### config.mk
export PLATFORM = sky130hd
export DESIGN_NAME = keypad_matrix_scanner
export DESIGN_NICKNAME = d
export VERILOG_FILES = /design/src/rtl/keypad_matrix_scanner.sv
export SDC_FILE = /design/constraint.sdc
export NUM_CORES = 1
export LEC_CHECK = 0
export ABC_CLOCK_PERIOD_IN_PS = 4000
export BUFFER_PORTS_ARGS = -buffer_cell sky130_fd_sc_hd__buf_2
export CAP_MARGIN = 20
export CORE_MARGIN = 2
export CORE_UTILIZATION = 25
export DETAILED_ROUTE_END_ITERATION = 8
export SETUP_SLACK_MARGIN = 0.2
export SYNTH_ARGS = -nofsm -noshare
export SYNTH_HDL_FRONTEND = slang
export SYNTH_SLANG_ARGS = --single-unit
### constraint.sdc
create_clock -name clk -period 4 [get_ports clk]
set_input_delay 0.8 -clock clk [delete_from_list [all_inputs] [get_ports clk]]
set_output_delay 0.8 -clock clk [all_outputs]
set_load 0.02 [all_outputs]
### src/rtl/keypad_matrix_scanner.sv
// keypad_matrix_scanner: scans a 5x4 active-low key matrix, debounces each key
// and queues press/release events in a 4-deep FIFO with valid/ready handshake.
module keypad_matrix_scanner #(
    parameter int SCAN_DIV       = 50000,
    parameter int DEBOUNCE_SCANS = 4
) (
    input  logic        clk,
    input  logic        rst_n,
    output logic [4:0]  btn_x,
    input  logic [3:0]  btn_y,
    output logic [19:0] key_state,
    output logic        event_valid,
    output logic [4:0]  event_code,
    output logic        event_press,
    input  logic        event_ready,
    output logic        overflow
);
    localparam int CW = $clog2(SCAN_DIV);
    localparam logic [CW-1:0] CNT_LAST = CW'(SCAN_DIV - 1);
    localparam logic [3:0] DEB = 4'(DEBOUNCE_SCANS);
    typedef enum logic {DWELL, UPDATE} state_t;
    state_t state_q, state_d;
    logic [CW-1:0] cnt_q, cnt_d;
    logic [2:0] row_q, row_d;
    logic [1:0] col_q, col_d;
    logic [3:0] col_raw_q, col_raw_d;
    logic [3:0] y_meta_q, y_meta_d, y_sync_q, y_sync_d;
    logic [19:0] key_state_q, key_state_d;
    logic [19:0][3:0] deb_cnt_q, deb_cnt_d;
    logic [3:0][5:0] fifo_q, fifo_d;
    logic [1:0] wr_ptr_q, wr_ptr_d, rd_ptr_q, rd_ptr_d;
    logic [2:0] count_q, count_d;
    logic overflow_q, overflow_d;
    logic [4:0] k;
    logic differs, flip, pop, do_push;
    always_comb begin
        y_meta_d = btn_y;
        y_sync_d = y_meta_q;
        k = {row_q, col_q};
        differs = col_raw_q[col_q] != key_state_q[k];
        flip = state_q == UPDATE && differs && deb_cnt_q[k] + 4'd1 == DEB;
        state_d = state_q;
        cnt_d = cnt_q;
        row_d = row_q;
        col_d = col_q;
        col_raw_d = col_raw_q;
        key_state_d = key_state_q;
        deb_cnt_d = deb_cnt_q;
        if (state_q == DWELL) begin
            cnt_d = cnt_q + 1'b1;
            if (cnt_q == CNT_LAST) begin
                col_raw_d = ~y_sync_q;
                col_d = 2'd0;
                state_d = UPDATE;
            end
        end else begin
            deb_cnt_d[k] = (flip || !differs) ? 4'd0 : deb_cnt_q[k] + 4'd1;
            key_state_d[k] = key_state_q[k] ^ flip;
            col_d = col_q + 2'd1;
            if (col_q == 2'd3) begin
                row_d = (row_q == 3'd4) ? 3'd0 : row_q + 3'd1;
                cnt_d = '0;
                state_d = DWELL;
            end
        end
        // a pop in the same cycle frees a slot, so a full FIFO still accepts the push
        pop = count_q != 3'd0 && event_ready;
        do_push = flip && (count_q != 3'd4 || pop);
        fifo_d = fifo_q;
        if (do_push) fifo_d[wr_ptr_q] = {k, ~key_state_q[k]};
        wr_ptr_d = do_push ? wr_ptr_q + 2'd1 : wr_ptr_q;
        rd_ptr_d = pop ? rd_ptr_q + 2'd1 : rd_ptr_q;
        count_d = count_q + {2'b00, do_push} - {2'b00, pop};
        overflow_d = overflow_q | (flip && !do_push);
    end
    always_ff @(posedge clk or negedge rst_n) begin
        if (!rst_n) begin
            state_q <= DWELL;
            cnt_q <= '0;
            row_q <= '0;
            col_q <= '0;
            col_raw_q <= '0;
            y_meta_q <= 4'hF;
            y_sync_q <= 4'hF;
            key_state_q <= '0;
            deb_cnt_q <= '0;
            fifo_q <= '0;
            wr_ptr_q <= '0;
            rd_ptr_q <= '0;
            count_q <= '0;
            overflow_q <= 1'b0;
        end else begin
            state_q <= state_d;
            cnt_q <= cnt_d;
            row_q <= row_d;
            col_q <= col_d;
            col_raw_q <= col_raw_d;
            y_meta_q <= y_meta_d;
            y_sync_q <= y_sync_d;
            key_state_q <= key_state_d;
            deb_cnt_q <= deb_cnt_d;
            fifo_q <= fifo_d;
            wr_ptr_q <= wr_ptr_d;
            rd_ptr_q <= rd_ptr_d;
            count_q <= count_d;
            overflow_q <= overflow_d;
        end
    end
    assign btn_x = ~(5'd1 << row_q);
    assign key_state = key_state_q;
    assign event_valid = count_q != 3'd0;
    assign {event_code, event_press} = fifo_q[rd_ptr_q];
    assign overflow = overflow_q;
endmodule

## Word level (Yosys, flattened, before mapping)

Index checks and enable logic that the tools add are counted.

| cells by class | value |
|---|---|
| $add $sub $neg | 8 |
| $mul | 0 |
| div/mod/pow operators | 0 |
| magnitude comparators | 6 |
| eq/ne operators | 7 |
| shift-type cells | 1 |
| mux-type cells | 26 |
| bitwise logic cells | 6 |
| reductions and logical operators | 15 |

Operators by type and width:

| cell | number |
|---|---|
| 80-bit bitwise mux | 1 |
| 16-bit two-way mux | 2 |
| 24-bit bitwise mux | 1 |
| 4-bit binary-select mux with 5-bit select | 1 |
| 20-bit bitwise mux | 1 |
| 4-bit demux with 5-bit select | 1 |
| 16-bit by 1-bit adder with 16-bit output, second input constant | 1 |
| 16-bit == test, second input constant | 1 |
| 6-bit binary-select mux with 2-bit select | 1 |
| 6-bit demux with 2-bit select | 1 |
| 4-bit two-way mux | 3 |
| 6-bit two-way mux | 2 |
| 2-bit by 3-bit < comparator with 1-bit output, second input constant | 3 |
| 1-bit logical AND | 7 |
| 2-bit by 1-bit adder with 2-bit output, second input constant | 3 |
| 5-bit by 6-bit < comparator with 1-bit output, second input constant | 1 |
| 1-bit two-way mux | 6 |
| 1-bit binary-select mux with 5-bit select | 1 |
| 1-bit demux with 5-bit select | 1 |
| 5-bit by 1-bit greater-or-equal comparator with 1-bit output, second input constant | 1 |
| 5-bit inverter | 1 |
| 1-bit by 3-bit left shift with 5-bit output, first input constant | 1 |
| 4-bit by 1-bit adder with 4-bit output, second input constant | 1 |
| 4-bit by 3-bit == test with 1-bit output, second input constant | 1 |
| other kinds (21) | 26 |

| word-level totals | value |
|---|---|
| register bits after elaboration | 166 |
| latch bits | 0 |
| memory bits (writable) | 0 |
| ROM bits | 0 |
| input bits | 7 |
| output and inout bits | 33 |
| memories kept | 0 |

## Longest topological paths before layout

| logic depth | value |
|---|---|
| depth after elaboration | 9 |
| gate-level depth with buffers | 18 |
| mapped depth without buffers | 15 |

## Worst setup path before layout

Ideal clock, no wire load.

| timing | value |
|---|---|
| path kind | reg2reg |
| start | register col_q[0] |
| end | register count_q[2] |
| arrival time | 3627 ps |
| data required time | 3877 ps |
| slack | 250 ps |
| stages on the path, launching flop included | 17 |
| path buffers | 1 |
| clock period less this slack | 3750 ps |
| path through | dfrtp_1 buf_6 mux4_2 a22o_1 a21oi_1 nand2_1 ha_1 inv_1 nand2_1 o22ai_4 and2_1 inv_1 ha_1 inv_1 ha_1 fa_1 xnor2_1 |

| on the way | value |
|---|---|
| word-level cells in the longest chain between the ends | 8 |

RTL lines:

| element | RTL line | text |
|---|---|---|
| from (decl) | 25 | `logic [1:0] col_q, col_d;` |
| from (signal assigned) | 96 | `col_q <= col_d;` |
| 4-bit binary-select mux with 5-bit select (tied with other cells) | 41 | `flip = state_q == UPDATE && differs && deb_cnt_q[k] + 4'd1 == DEB;` |
| 4-bit two-way mux (not written as such) or 1-bit two-way mux (tied branches) | 41, 40 |  |
| 4-bit by 1-bit adder with 4-bit output or 1-bit != test (tied branches) | 41, 40 |  |
| 4-bit by 3-bit == test with 1-bit output or 1-bit logical AND (tied branches) | 41 |  |
| 1-bit logical AND * | 41 |  |
| 1-bit logical AND * | 68 | `do_push = flip && (count_q != 3'd4 \|\| pop);` |
| 3-bit by 1-bit adder with 3-bit output * | 73 | `count_d = count_q + {2'b00, do_push} - {2'b00, pop};` |
| 3-bit by 1-bit subtractor with 3-bit output * | 73 |  |
| named net count_d[2] | 32 | `logic [2:0] count_q, count_d;` |
| to (signal assigned) | 105 | `count_q <= count_d;` |
| to (decl) | 32 |  |

The timed path passes the listed nets; every way through them passes the cells marked *. The select of a mux whose other input is x is not followed.
A chain may end at the register's enable or synchronous reset.

## Final worst setup path

Ends and elaborated chain as after synthesis.

==> impl_metrics.csv <==
group,metric,value,unit
worst_setup_path,cp.arrival,3.99,ns
finish,final_area,9710,um^2
synth,ys_warn_count,0,
synth,synthCells,712,
sta,tns,0,ns
worst_setup_path,worst-path-max-fanout,5,
synth,synth_seq_cells,166,
worst_setup_path,required,4.33,ns
global_route,gr-usage-all-layers,12.4,%
global_route,grt_busiest_layer,"met2",
synth,synth.net_count,738,
global_route,overflow,0,
sta,period_share,91.5,%
finish,regArea,4170,um^2
finish,final_layout_size_suffix_gt1_share,29.3,%
clock_network,cts_tree,"built",
sta,skew,0.0119,ns
sta,rsz0062_at_grt,"false",
route,post-route-drc-count,0,
global_route,gr-usage-met3,2.36,%
finish,fin_nets,798,
worst_setup_path,crit_path_end_kind,"register",
finish,n_fill_cell,3319,
synth,synth_area_per_cell,11.5,um^2
route,wl_per_cell,16.5,um
route,drt-total-wl,20200,um
synth,async_flop_share,100,%
finish,diodes,0,
power,p_leak,0.00424,uW
finish,area_growth,18.2,%
hold_path,hold_path_class,"reg -> reg",
global_route,gr-usage-met1,18.1,%
power,p_per_area,369,nW/um^2
synth,seq_area_frac_synth,50.7,%
clock_network,root_buffer,"clkbuf_16",
sta,drv_slew,0,
sta,finalCriticalPeriod,3.66,ns
worst_setup_path,worstSetupPathType,"reg -> reg",
sta,relSlewSlack,50.0,%
synth,synth_edf_count,0,
finish,multiInputGateArea,3770,um^2
route,drt-initial-drc-count,455,
placed_design,dpl-instance-area,9040,um^2
route,dr_total_vias,5657,
route,viasPerCell,4.61,
global_route,grt_max_degree,77,
placed_design,dp_hpwl,14100,um
clock_network,cts_sinks,166,
sta,worst_slew_pin_slew,0.749,ns
outcome,status,"completed",
die,ios,40,
clock_network,cts_buffers,17,
clock_network,clk_latency,0.44,ns
synth,synthTopCellsByArea,"dfrtp_1 48%, mux4_2 5.5%, nand2_1 4.8%",
clock_network,cts.path.max_buffers,2,
synth,yosysTopAreaCellShare,48.1,%
sta,setup_viol,0,
sta,fmax,273,MHz
worst_setup_path,cp-start-kind,"register",
global_route,antenna_found_initial,0,
route,ant_nets,0,
synth,ys.flop_type,"dfrtp_1",
die,placementRows,66,
synth,netlist_area,8210,um^2
global_route,grt.met2_usage,18.7,%
die,initial_core_util,25.3,%
clock_network,h-tree-depth,4,
power,ir_worst_vdd,0.000293,V
synth,synth_top_area_cell,"dfrtp_1",
placed_design,portBuffers,39,
route,first_pass_iters,5,
power,power,3590,uW
placed_design,place.gp.congestion,0.847,
clock_network,clk_pin_slew,0.07,ns
global_route,first_global_vias,5615,
die,die_w,185,um
global_route,grt_pass1_wl,32800,um
die,dieArea,34300,um^2
synth,synth.distinct_cells,66,
die,core,32500,um^2
flow_run,cap_violations,0,
sta,hold_viol,0,
die,die_h,185,um
## flip-flops by register name, indices dropped and copies added, names as in the netlist
register	cells
rd_ptr_q	2
overflow	1
cnt_q	16
fifo_q	24
row_q	3
state_q	1
wr_ptr_q	2
key_state	20
y_meta_q	4
col_raw_q	4
count_q	3
y_sync_q	4
col_q	2
deb_cnt_q	80
## cell usage in the layout, fill, tap and decap left out, drive strengths merged, types with 20 or more instances in the layout
cell type	instances
nor2	44
mux4	20
buf	82
dfrtp	158
o21ai	54
nand2	105
inv	24
mux2	46
nand3	31
mux2i	29
a21oi	24
o31ai	25
## layout make-up
type                       count  share of cell area, %
tap                          442                   5.70
clock inverter                14                   1.69
timing repair buffer          82                   5.66
multi-input combinational    487                   38.8
inverter                      18                  0.696
sequential                   166                   42.9
clock buffer                  18                   4.52
## per-layer routing
metal | vias to the layer above | routed length [um]
li1 | 2686 | -
met1 | 2825 | 10100
met2 | 130 | 8930
met3 | 16 | 905
met4 | 0 | 279
met5 | - | 0
## cell usage after synthesis, types with 2 or more instances
cell      number
ha_1          18
nor4b_1        3
buf_2         11
dfstp_2        8
o21ai_1        2
clkbuf_1      20
mux2i_1       29
o221ai_1       4
dfrtp_1      158
o211ai_1       6
and2_1         8
mux2_2        21
a21oi_1       24
xnor2_1        6
o21ai_2       18
nand3b_1       3
a31oi_1        2
a22o_1         3
buf_1          2
inv_1         18
nand3_1       27
a22oi_1        4
mux2_4        24
o22ai_1        2
buf_6          6
nand4b_1       2
nand2_1      104
nor2_1        44
and3_1         3
o21ai_0       34
nor2b_1        3
or4b_2         2
xor2_1         2
o31ai_1       25
nand4_1       10
nor3b_2        2
nor3_1         3
nand3_4        4
mux4_2        20
## logic make-up (layout without fill, tap and decap cells)
| kind of cell | Yosys count | in the layout | synth area share, % |
|---|---|---|---|
| muxes | 95 | 95 | 16.4 |
| xor gates and xnor gates | 9 | 9 | 1.05 |
| and+or+nand+nor | 227 | 227 | 13.5 |
| AOI/OAI and AO/OA | 137 | 137 | 11.6 |
| DFF | 166 | 166 | 50.7 |
| buffers and inverters | 59 | 132 | 3.75 |
| adders and majority gates | 19 | 19 | 2.99 |
## power breakdown
group	total [uW]	leakage, uW	switching, uW	internal (uW)
clock network	1680	0.000283	771	905
logic	142	0.00170	72.8	69.1
registers	1770	0.00225	54.1	1710
## critical path, cell delays in order (launching register included)
cell	delay, ns
dfrtp_4	0.45
buf_4	0.17
mux4_2	0.51
a22o_1	0.26
a21oi_1	0.12
buf_4	0.15
nand2_1	0.08
ha_2	0.21
inv_1	0.12
nand2_2	0.10
o22ai_4	0.17
and2_4	0.17
inv_1	0.04
ha_1	0.26
inv_1	0.04
ha_1	0.19
fa_1	0.38
xnor2_1	0.13
## final timing paths
check | from | endpoint | slack, ns | cells past startpoint
setup / recovery | col_q[0] | count_q[2] | 0.34 | 17
hold / removal | y_meta_q[1] | y_sync_q[1] | 0.35 | 0
setup reg to reg | col_q[0] | count_q[2] | 0.34 | 17
hold reg to reg | y_meta_q[1] | y_sync_q[1] | 0.35 | 0
max in group asynchronous | rst_n | y_sync_q[0] | 2.70 | 2
min in group asynchronous | rst_n | deb_cnt_q[29] | 0.38 | 1
## stage by stage
| step | util, % | hold WS, ns | instances | worst slack, ns |
|---|---|---|---|---|
| floorplan | - | 0.345 | 712 | 0.250 |
| global placement | 27.8 | 0.347 | 1188 | 0.101 |
| detailed placement | 27.8 | 0.347 | 1188 | 0.0294 |
| CTS | 29.8 | 0.355 | 1225 | 0.249 |
| global route | 29.9 | 0.358 | 1227 | 0.189 |
| finish | 29.9 | 0.355 | 1227 | 0.340 |
## timing repair
action	in CTS	in global routing
pin swaps	1	0
buffers inserted	5	2
hold buffers	0	0
resized for setup	1	7
endpoints found under the setup margin	2	15
Power figures use the tool's default switching activity.
